File: src/rtl/fifo_cmd_sequencer.sv
// rtl/fifo_cmd_sequencer.sv - executes decoded host command frames against the byte FIFO and UART TX
//
// Purpose: runs one WRITE / READ / CLEAR command per frame and ends every
// command, successful or aborted, with a single-cycle fifo_done pulse that
// re-arms the frame decoder.
//
// Ports:
//   clk, rst_n         clock, asynchronous active-low reset
//   frame_valid        one-cycle pulse, cmd/rx_cnt hold a complete frame
//   cmd, rx_cnt        opcode (01 WRITE, 02 READ, 03 CLEAR) and byte count
//   rok, mosi          UART receive byte strobe and data
//   fifo_full/empty    FIFO status
//   fifo_rdata         FIFO read data, valid the cycle after the pop
//   fifo_wr/wdata      FIFO push strobe and data
//   fifo_rd            FIFO pop strobe
//   fifo_clr           FIFO synchronous flush
//   tx_start/tx_data   UART TX launch strobe and byte
//   tx_busy            UART TX shifting, rises the cycle after tx_start
//   fifo_done          one-cycle command-complete pulse
//   busy               sequencer is not idle
//   err                sticky error, cleared by the next accepted frame
`timescale 1ns/1ps

module fifo_cmd_sequencer #(
  parameter int          CNT_W   = 8,
  parameter int unsigned TIMEOUT = 16'd50000,
  parameter int          TO_W    = 16
) (
  input  logic             clk,
  input  logic             rst_n,
  input  logic             frame_valid,
  input  logic [7:0]       cmd,
  input  logic [CNT_W-1:0] rx_cnt,
  input  logic             rok,
  input  logic [7:0]       mosi,
  input  logic             fifo_full,
  input  logic             fifo_empty,
  input  logic [7:0]       fifo_rdata,
  output logic             fifo_wr,
  output logic [7:0]       fifo_wdata,
  output logic             fifo_rd,
  output logic             fifo_clr,
  output logic             tx_start,
  output logic [7:0]       tx_data,
  input  logic             tx_busy,
  output logic             fifo_done,
  output logic             busy,
  output logic             err
);

  localparam logic [7:0] OP_WRITE = 8'h01;
  localparam logic [7:0] OP_READ  = 8'h02;
  localparam logic [7:0] OP_CLEAR = 8'h03;

  // The abort fires on the cycle whose increment would bring the idle
  // counter up to TIMEOUT.
  localparam logic [TO_W-1:0] TO_LAST = TO_W'(TIMEOUT - 1);

  typedef enum logic [2:0] {
    S_IDLE,
    S_WR_WAIT,
    S_RD_REQ,
    S_RD_DATA,
    S_TX_WAIT,
    S_CLR,
    S_DONE
  } state_e;

  state_e           state_q, state_d;
  logic [CNT_W-1:0] remaining_q, remaining_d;
  logic [TO_W-1:0]  to_q, to_d;
  logic             err_q, err_d;
  logic             fifo_wr_q, fifo_wr_d;
  logic [7:0]       fifo_wdata_q, fifo_wdata_d;
  logic             fifo_rd_q, fifo_rd_d;
  logic             fifo_clr_q, fifo_clr_d;
  logic             tx_start_q, tx_start_d;
  logic [7:0]       tx_data_q, tx_data_d;
  logic             fifo_done_q, fifo_done_d;
  logic             busy_q, busy_d;

  logic             to_expired;
  logic             to_restart;

  assign to_expired = (to_q == TO_LAST);

  always_comb begin
    state_d      = state_q;
    remaining_d  = remaining_q;
    err_d        = err_q;
    fifo_wdata_d = fifo_wdata_q;
    tx_data_d    = tx_data_q;
    fifo_wr_d    = 1'b0;
    fifo_rd_d    = 1'b0;
    tx_start_d   = 1'b0;
    to_restart   = 1'b0;

    case (state_q)
      S_IDLE: begin
        if (frame_valid) begin
          remaining_d = rx_cnt;
          err_d       = 1'b0;
          case (cmd)
            OP_WRITE: state_d = (rx_cnt == '0) ? S_DONE : S_WR_WAIT;
            OP_READ:  state_d = (rx_cnt == '0) ? S_DONE : S_RD_REQ;
            OP_CLEAR: state_d = S_CLR;
            default: begin
              err_d   = 1'b1;
              state_d = S_DONE;
            end
          endcase
        end
      end

      S_WR_WAIT: begin
        if (rok) begin
          // Every received byte counts against the transfer, even one
          // dropped because the FIFO is full.
          to_restart = 1'b1;
          if (fifo_full) begin
            err_d = 1'b1;
          end else begin
            fifo_wr_d    = 1'b1;
            fifo_wdata_d = mosi;
          end
          if (remaining_q != '0) begin
            remaining_d = remaining_q - CNT_W'(1);
          end
          if (remaining_q <= CNT_W'(1)) begin
            state_d = S_DONE;
          end
        end else if (to_expired) begin
          err_d       = 1'b1;
          remaining_d = '0;
          state_d     = S_DONE;
        end
      end

      S_RD_REQ: begin
        if (!fifo_empty && !tx_busy) begin
          fifo_rd_d = 1'b1;
          state_d   = S_RD_DATA;
        end else if (to_expired) begin
          err_d       = 1'b1;
          remaining_d = '0;
          state_d     = S_DONE;
        end
      end

      S_RD_DATA: begin
        // fifo_rd_q is high only on the first RD_DATA cycle; the FIFO pops
        // on the edge ending that cycle, so its data is captured one later.
        if (!fifo_rd_q) begin
          tx_data_d  = fifo_rdata;
          tx_start_d = 1'b1;
          if (remaining_q != '0) begin
            remaining_d = remaining_q - CNT_W'(1);
          end
          state_d = S_TX_WAIT;
        end
      end

      S_TX_WAIT: begin
        // tx_start_q marks the first TX_WAIT cycle, before the transmitter
        // has had a chance to raise tx_busy; tx_busy is ignored there.
        if (!tx_start_q && !tx_busy) begin
          state_d = (remaining_q == '0) ? S_DONE : S_RD_REQ;
        end
      end

      S_CLR: begin
        state_d = S_DONE;
      end

      S_DONE: begin
        state_d = S_IDLE;
      end

      default: begin
        state_d = S_IDLE;
      end
    endcase

    // A frame arriving mid-command is dropped and flagged; the running
    // command carries on untouched.
    if (frame_valid && (state_q != S_IDLE)) begin
      err_d = 1'b1;
    end

    // Idle-wait counter: only runs in the two states that wait on the
    // outside world, and restarts on any progress.
    if ((state_d != state_q) || to_restart) begin
      to_d = '0;
    end else if ((state_q == S_WR_WAIT) || (state_q == S_RD_REQ)) begin
      to_d = to_q + TO_W'(1);
    end else begin
      to_d = '0;
    end

    // Moore-style strobes registered on entry to the state they belong to.
    fifo_clr_d  = (state_d == S_CLR);
    fifo_done_d = (state_d == S_DONE);
    busy_d      = (state_d != S_IDLE);
  end

  always_ff @(posedge clk or negedge rst_n) begin
    if (!rst_n) begin
      state_q      <= S_IDLE;
      remaining_q  <= '0;
      to_q         <= '0;
      err_q        <= 1'b0;
      fifo_wr_q    <= 1'b0;
      fifo_wdata_q <= 8'h00;
      fifo_rd_q    <= 1'b0;
      fifo_clr_q   <= 1'b0;
      tx_start_q   <= 1'b0;
      tx_data_q    <= 8'h00;
      fifo_done_q  <= 1'b0;
      busy_q       <= 1'b0;
    end else begin
      state_q      <= state_d;
      remaining_q  <= remaining_d;
      to_q         <= to_d;
      err_q        <= err_d;
      fifo_wr_q    <= fifo_wr_d;
      fifo_wdata_q <= fifo_wdata_d;
      fifo_rd_q    <= fifo_rd_d;
      fifo_clr_q   <= fifo_clr_d;
      tx_start_q   <= tx_start_d;
      tx_data_q    <= tx_data_d;
      fifo_done_q  <= fifo_done_d;
      busy_q       <= busy_d;
    end
  end

  assign fifo_wr    = fifo_wr_q;
  assign fifo_wdata = fifo_wdata_q;
  assign fifo_rd    = fifo_rd_q;
  assign fifo_clr   = fifo_clr_q;
  assign tx_start   = tx_start_q;
  assign tx_data    = tx_data_q;
  assign fifo_done  = fifo_done_q;
  assign busy       = busy_q;
  assign err        = err_q;

endmodule

File: config.mk
export PLATFORM = sky130hd
export DESIGN_NAME = fifo_cmd_sequencer
export DESIGN_NICKNAME = d
export VERILOG_FILES = /design/src/rtl/fifo_cmd_sequencer.sv
export SDC_FILE = /design/constraint.sdc
export NUM_CORES = 1
export LEC_CHECK = 0
export BUFFER_PORTS_ARGS = -buffer_cell sky130_fd_sc_hd__buf_2
export CAP_MARGIN = 15
export CORE_MARGIN = 10
export CORE_UTILIZATION = 30
export DETAILED_ROUTE_END_ITERATION = 6
export GPL_ROUTABILITY_DRIVEN = 0
export GPL_TIMING_DRIVEN = 0
export SYNTH_ARGS = -nofsm -noshare
export SYNTH_HDL_FRONTEND = slang
export SYNTH_SLANG_ARGS = --single-unit
File: constraint.sdc
create_clock -name clk -period 2.5 [get_ports clk]
set_clock_uncertainty 0.2 [all_clocks]
set_input_delay 0.375 -clock clk [delete_from_list [all_inputs] [get_ports clk]]
set_output_delay 0.375 -clock clk [all_outputs]
set_load 0.01 [all_outputs]
After elaboration in Yosys (flattened, before gate mapping)
Cells that the tools add are included.
{"block": "totals", "mem_bits_ro": 0, "out_inout_bits": 23, "mem_count": 0, "elab_cells": 94, "register_bits": 50, "ram_bits": 0, "latchBits": 0, "inputBits": 39}
{"block": "op_classes", "n_div": 0, "shifts": 0, "n_bitwise": 2, "n_reduce_logical": 21, "magnitude_cmp": 1, "n_eq_ne": 18, "n_mul": 0, "n_addsub": 2, "mux": 38}
{"cell": "8-bit 2-to-1 mux", "n": 6}
{"cell": "16-bit 2-to-1 mux", "n": 2}
{"cell": "8-bit case mux with 4 select lines", "n": 1}
{"cell": "3-bit 2-to-1 mux", "n": 10}
{"cell": "3-bit case mux with 6 select lines", "n": 1}
{"cell": "16-bit by 1-bit adder with 16-bit output, second input constant", "n": 1}
{"cell": "16-bit equality test, second input constant", "n": 1}
{"cell": "8-bit by 2-bit equality test with 1-bit output, second input constant", "n": 2}
{"cell": "8-bit zero test", "n": 2}
{"cell": "1-bit 2-to-1 mux", "n": 16}
{"cell": "3-bit equality test, second input constant", "n": 4}
{"cell": "3-bit case mux with 3 select lines", "n": 1}
{"cell": "8-bit by 1-bit equality test with 1-bit output, second input constant", "n": 1}
{"cell": "8-bit by 1-bit less-or-equal comparator with 1-bit output, second input constant", "n": 1}
{"cell": "4-bit AND reduction", "n": 2}
{"cell": "4-bit nonzero test", "n": 2}
{"cell": "8-bit nonzero test", "n": 1}
{"cell": "8-bit by 1-bit subtractor with 8-bit output, second input constant", "n": 1}
{"cell": "3-bit by 2-bit equality test with 1-bit output, second input constant", "n": 2}
{"cell": "2-bit != test, second input constant", "n": 3}
{"cell": "3-bit != test, second input constant", "n": 2}
{"cell": "3-bit nonzero test", "n": 2}
{"cell": "4-bit != test, second input constant", "n": 1}
{"cell": "3-bit by 1-bit equality test with 1-bit output, second input constant", "n": 1}
{"cell": "other kinds (10)", "n": 16}

Longest topological paths before layout
Gate-level depths: netlist of the first run.
{"block": "depth", "depth_word": 8, "mapped_depth": 8, "depth_no_buf": 7}

Least setup slack after synthesis of the first run
OpenSTA, ideal clock, no wires.
{"block": "synth_timing", "kind": "reg-to-reg", "start": "reg remaining_q[0]", "end": "reg remaining_q[1]", "t_required_ps": 2176, "path_stages_with_launch": 7, "n_path_buf": 0, "path_slack_ps": 358, "setup_time_ps": 124, "period_less_slack_ps": 2142, "arrival_ps": 1818, "cell_sequence": "dfrtp_1 > inv_1 > ha_1 > or3b_2 > o211ai_2 > o21ai_0 > o31a_1"}
{"block": "synth_via", "elab_chain_len": 4, "word_cells_on_any_way": 6, "classes_between": "add/sub (1); mux (4); reduce/logical (1)"}
{"item": "start, declared", "line": "70", "rtl": "logic [CNT_W-1:0] remaining_q, remaining_d;"}
{"item": "start signal, assigned", "line": "222", "rtl": "remaining_q <= remaining_d;"}
{"item": "8-bit by 1-bit subtractor with 8-bit output or 8-bit nonzero test (tied branches)"}
{"item": "8-bit 2-to-1 mux (*)", "line": "126, 156"}
{"item": "8-bit 2-to-1 mux (on tied branches)", "line": "153, 116"}
{"item": "8-bit case mux with 4 select lines (*)", "line": "98", "rtl": "case (state_q)"}
Every way passes the cells marked *; elsewhere a longest branch is shown, timed or not. The select of a mux whose other input is x is not followed.
A chain may end at the register's enable or synchronous reset.

Worst setup path after layout of the first run
Ends and elaborated chain as after synthesis.

==> flow_summary_export.csv, run 1 <==
group,metric,value,unit
grt,grt_pass1_vias,2440,
synthesis,async_flop_share,1.000,
synthesis,synth_seq_cells,50,
detailed_routing,totalWireLength,7.125,mm
sta,finalMaxSlewViolations,0,
placed_design,place_area,3152,µm²
detailed_routing,drtPass1Iterations,4,
layout,layout.nets,385,
clock_network,clk_pin_slew_worst_paths,0.09,ns
floorplan,ios,62,
floorplan,num_rows,34,
layout,multi_input_area,1416,µm²
synthesis,synth_cell_type_count,56,
critical_path,cp_max_fo,8,
placed_design,portBuffers,61,
synthesis,ys.flop_type,"dfrtp_1",
detailed_routing,ant_nets,0,
sta,slew_headroom,0.5793,
placed_design,placed_cells,441,
floorplan,design.die.area,13240,µm²
sta,final-hold-violation-count,0,
layout,drive_gt1_frac,0.3140,
synthesis,seq_area_frac_synth,0.4615,
grt,grt_pass1_wl,11.74,mm
power_and_ir_drop,power.total,3.378,mW
synthesis,yosysWarnings,0,
placed_design,place_ws,-0.08768,ns
sta,rsz0062_at_grt,"false",
synthesis,synthesis.area,2711,µm²
sta,layout_min_cycle_time,2.410,ns
critical_path,required,2.49,ns
layout,layout_commonest_cell,"buf_2",
layout,antenna_cells,0,
power_and_ir_drop,powerDensity,1014,nW/µm²
synthesis,syn_inst,272,
grt,gr-total-overflow,0,
clock_network,insertion_delay,0.30,ns
sta,finalWorstSetupSlack,0.09025,ns
critical_path,critPathKind,"flop to flop",
placed_design,dp_hpwl,5.384,mm
grt,grt_max_degree,51,
critical_path,worstPathArrival,2.40,ns
layout,utilization,0.3802,
layout,mostFrequentLayoutCells,"buf_2, dfrtp_1, nor2_1",
synthesis,synth-edff-count,0,
sta,period_share,0.9639,
synthesis,syn_area_per_cell,9.968,µm²
detailed_routing,routed_via_density,5.186,
run,max-cap-violations,0,
layout,instances_no_fill,452,
floorplan,dieHeight,115.1,µm
detailed_routing,vias,2344,
layout,fin_area,3332,µm²
clock_network,cts_max_level,2,
clock_network,tritoncts,"built",
sta,worst_slew_pin_slew,0.6253,ns
run_status,status,"completed",
detailed_routing,drc,0,
sta,max_clock_freq,0.4150,GHz
detailed_routing,routedWlPerCell,15.76,µm
grt,grt_use_total,0.1055,
floorplan,coreArea,8763,µm²
power_and_ir_drop,leakagePower,1.463,nW
clock_network,cts-root-buf,"clkbuf_8",
layout,syn_to_final_growth,22.89,%
sta,hold_slack,0.03703,ns
clock_network,clk_path_buf_depth,2,
detailed_routing,drt_iter0_markers,115,
critical_path,start_kind,"flop",
sta,setup-tns-final,0,ns
layout,regArea,1251,µm²
sta,finalSetupViolations,0,
worst_hold_path,min_path_type,"input port to flop",
layout,nFillCells,859,
clock_network,clkSinkCount,50,
critical_path,cp-end-kind,"flop",
power_and_ir_drop,irDropWorstVdd,282.5,µV
synthesis,synthesis.nets,314,
floorplan,start_util,0.3094,
floorplan,die_w,115.1,µm
grt,antenna_found_initial,0,
clock_network,cts_buffers,5,
## critical path, stage by stage, from the launching register on
cell and delay [ns]:
dfrtp_1 0.42, inv_1 0.10, ha_1 0.24, or3b_2 0.52, o211ai_2 0.36, o21ai_0 0.17
o31a_1 0.29
## repair_timing
action,4_1_cts,5_1_grt
resized for setup,1,3
setup buffers,0,2
hold endpoints to repair,0,15
hold buffers,0,1
pin swaps,0,2
endpoints found under the setup margin,10,24
## layout make-up
class                           instances  share of cell area
Inverter                                5            0.005633
Multi-Input combinational cell        209              0.4251
Clock inverter                          2             0.01164
Tap cell                              108             0.04056
Buffer                                  7             0.01164
Sequential cell                        50              0.3755
Timing Repair Buffer                   65              0.1051
Clock buffer                            6             0.02478
## path summary, 6_finish.rpt
check                                    start        endpoint  slack, ns  cells past startpoint
min in group asynchronous                rst_n  remaining_q[7]       0.32                      2
worst max-delay path            remaining_q[0]  remaining_q[1]       0.09                      6
max in group asynchronous                rst_n         to_q[8]       1.27                      3
worst min-delay path                fifo_empty         fifo_rd       0.04                      2
worst max register to register  remaining_q[0]  remaining_q[1]       0.09                      6
worst min register to register         to_q[0]         to_q[0]       0.30                      1
## synth_stat cells (2+ instances only)
master	count	area (µm²)
o22ai_1	3	18.77
nand2_1	12	45.04
o211ai_1	2	15.01
nand3b_1	2	15.01
nor4_1	7	43.79
and4_1	4	35.03
nor3b_1	4	30.03
o21ai_0	20	100.1
xnor2_1	7	61.31
ha_1	3	37.54
nand2b_1	3	18.77
inv_1	4	15.01
xor2_1	8	70.07
nand3_1	10	50.05
a31oi_1	2	12.51
a21oi_1	7	35.03
and3_1	3	18.77
dfrtp_1	50	1251
nor4b_1	3	26.28
nor2_1	31	116.4
or3b_2	3	26.28
o21a_1	2	15.01
mux2_2	17	191.4
or2_2	2	12.51
nor3_1	17	85.08
nand4_1	5	31.28
a21o_1	2	15.01
clkbuf_1	2	7.510
buf_2	5	25.02
nor4bb_1	2	20.02
nor2b_1	3	18.77
or4_4	2	22.52
and3b_1	2	17.52
## report_power, final
group / total (mW) / switching [mW] / internal, mW
logic: 1.53 / 0.871 / 0.658
registers: 1.25 / 0.190 / 1.06
clock network: 0.602 / 0.272 / 0.329
## cell families (layout without fill, tap and decap cells)
kind of cell,count (synthesis),count (layout),synth area share
AO/OA/AOI/OAI,51,51,0.1218
multiplexers,18,18,0.07430
buffers and inverters,13,85,0.02169
XOR/XNOR,15,15,0.04846
flip-flops,50,50,0.4615
AND/OR/NAND/NOR,122,122,0.2584
adder cells (fa/ha/maj),3,3,0.01385
## flip-flops by register name, summed over array words and instances, names as in the netlist, 3 cells and up
register / count
tx_data: 8
remaining_q: 8
fifo_wdata: 8
to_q: 16
state_q: 3
## per-layer routing
layer  wire length [µm]  up-vias  share of wire  track usage
li1                   -     1150              -            -
met1               2951     1137           0.41       0.1211
met2               3758       49           0.53       0.1903
met3                342        8          0.048      0.02500
met4                 73        0          0.010      0.02888
met5                  0        -              0            0
Power figures use the tool's default switching activity.
==> inputs of run 2 (changes only) <==
--- a/config.mk
+++ b/config.mk
@@ -7,11 +7,14 @@
 export LEC_CHECK = 0
 export BUFFER_PORTS_ARGS = -buffer_cell sky130_fd_sc_hd__buf_2
 export CAP_MARGIN = 15
+export CELL_PAD_IN_SITES_DETAIL_PLACEMENT = 1
+export CELL_PAD_IN_SITES_GLOBAL_PLACEMENT = 1
 export CORE_MARGIN = 10
 export CORE_UTILIZATION = 30
 export DETAILED_ROUTE_END_ITERATION = 6
 export GPL_ROUTABILITY_DRIVEN = 0
 export GPL_TIMING_DRIVEN = 0
+export PLACE_DENSITY_LB_ADDON = 0.1
 export SYNTH_ARGS = -nofsm -noshare
 export SYNTH_HDL_FRONTEND = slang
 export SYNTH_SLANG_ARGS = --single-unit
==> flow_summary_export.csv, run 2 (synthesis results as in run 1) <==
group,metric,value,unit
detailed_routing,routed_via_density,5.211,
run,max-cap-violations,0,
floorplan,start_util,0.3094,
detailed_routing,drtPass1Iterations,4,
detailed_routing,ant_nets,0,
detailed_routing,totalWireLength,7.970,mm
critical_path,required,2.51,ns
critical_path,critPathKind,"flop to flop",
clock_network,clk_path_buf_depth,2,
layout,largest_register_ff_count,16,
critical_path,start_kind,"flop",
layout,largest_register,"to_q",
placed_design,placed_cells,442,
critical_path,crit_family,"simple AND/OR/NAND/NOR gates",
sta,finalMaxSlewViolations,0,
floorplan,ios,62,
sta,setup-tns-final,0,ns
floorplan,die_w,115.1,µm
floorplan,num_rows,34,
clock_network,clkSinkCount,50,
sta,layout_min_cycle_time,2.363,ns
clock_network,cts-root-buf,"clkbuf_8",
layout,fin_area,3323,µm²
floorplan,coreArea,8763,µm²
grt,gr-total-overflow,0,
clock_network,post-cts-setup-buffers,0,
sta,worst_slew_pin_slew,0.7273,ns
layout,antenna_cells,0,
clock_network,cts_buffers,5,
critical_path,crit_path_top_delay_cell,"nor4_1",
placed_design,portBuffers,61,
placed_design,place_area,3172,µm²
floorplan,dieHeight,115.1,µm
critical_path,worst_path_largest_cell_delay,0.69,ns
run_status,status,"completed",
critical_path,timing.critical_path.buf_inv,0,
power_and_ir_drop,power.total,3.341,mW
detailed_routing,drt_iter0_markers,86,
grt,antenna_found_initial,0,
detailed_routing,drc,0,
layout,syn_to_final_growth,22.57,%
floorplan,design.die.area,13240,µm²
detailed_routing,vias,2345,
detailed_routing,routedWlPerCell,17.71,µm
critical_path,cp_cell_sequence,"nor4_1, a311oi_1, o21ai_0, o211ai_1, or3b_1",
layout,layout.nets,383,
sta,finalWorstSetupSlack,0.1374,ns
layout,drive_gt1_frac,0.3216,
layout,layout_commonest_cell,"buf_2",
layout,mostFrequentLayoutCells,"buf_2, dfrtp_1, nor2_1",
clock_network,cts_max_level,2,
critical_path,cp-end-kind,"flop",
power_and_ir_drop,irDropWorstVdd,265.3,µV
sta,slew_headroom,0.5106,
clock_network,insertion_delay,0.32,ns
grt,grt_pass1_wl,13.10,mm
grt,grt_pass1_vias,2497,
sta,final-hold-violation-count,0,
clock_network,clk_pin_slew_worst_paths,0.11,ns
placed_design,dp_hpwl,6.231,mm
sta,max_clock_freq,0.4233,GHz
grt,grt_max_degree,27,
layout,instances_no_fill,450,
sta,rsz0062_at_grt,"false",
grt,grt_use_total,0.1212,
critical_path,worstPathArrival,2.37,ns
placed_design,place_ws,-0.09960,ns
sta,finalSetupViolations,0,
clock_network,tritoncts,"built",
worst_hold_path,min_path_type,"input port to flop",
critical_path,cp_max_fo,8,
sta,period_share,0.9450,
power_and_ir_drop,powerDensity,1006,nW/µm²
power_and_ir_drop,leakagePower,1.450,nW
## run 2: area by class of cell
cell class,count,area (µm²)
clock inverter,3,28.78
clock buffer,5,68.82
timing repair buffer,63,335.3
tap,108,135.1
inverter,5,18.77
buffer,7,38.79
multi-input combinational,209,1446
sequential,50,1251
fill,1030,5440
## run 2: per-layer routing
layer	part of all wire	GRT usage
met1	0.43	0.1529
met2	0.52	0.2042
met3	0.045	0.03073
met4	0.0054	0.02475
met5	0	0
## run 2: worst paths after layout
| path | slack (ns) | cells after the start | startpoint | to |
|---|---|---|---|---|
| max in group asynchronous | 1.16 | 3 | rst_n | to_q[8] |
| min in group asynchronous | 0.39 | 2 | rst_n | remaining_q[4] |
| worst max-delay path | 0.14 | 5 | remaining_q[4] | busy |
| worst min-delay path | 0.02 | 2 | fifo_empty | fifo_rd |
| worst min register to register | 0.31 | 1 | tx_data[0] | tx_data[0] |
| worst max register to register | 0.14 | 5 | remaining_q[4] | busy |
## run 2: power by group
group | total (mW) | switching, mW | internal, mW | leakage (nW)
clock network | 0.525 | 0.317 | 0.208 | 0.0502
logic | 1.55 | 0.903 | 0.648 | 0.752
registers | 1.27 | 0.209 | 1.06 | 0.647
## run 2: per-stage QoR
step	hold slack, ns	utilization
floorplan	-0.1206	-
global placement	0.2833	0.3597
detailed placement	0.2266	0.3619
CTS	0.01004	0.3759
global route	0.01251	0.3792
finish	0.02043	0.3792
## run 2: timing repair
action,4_1_cts,5_1_grt
hold buffers,1,0
resized for setup,2,7
cloned,0,0
endpoints found under the hold margin,24,0
pin swaps,0,0
setup endpoints to repair,16,23
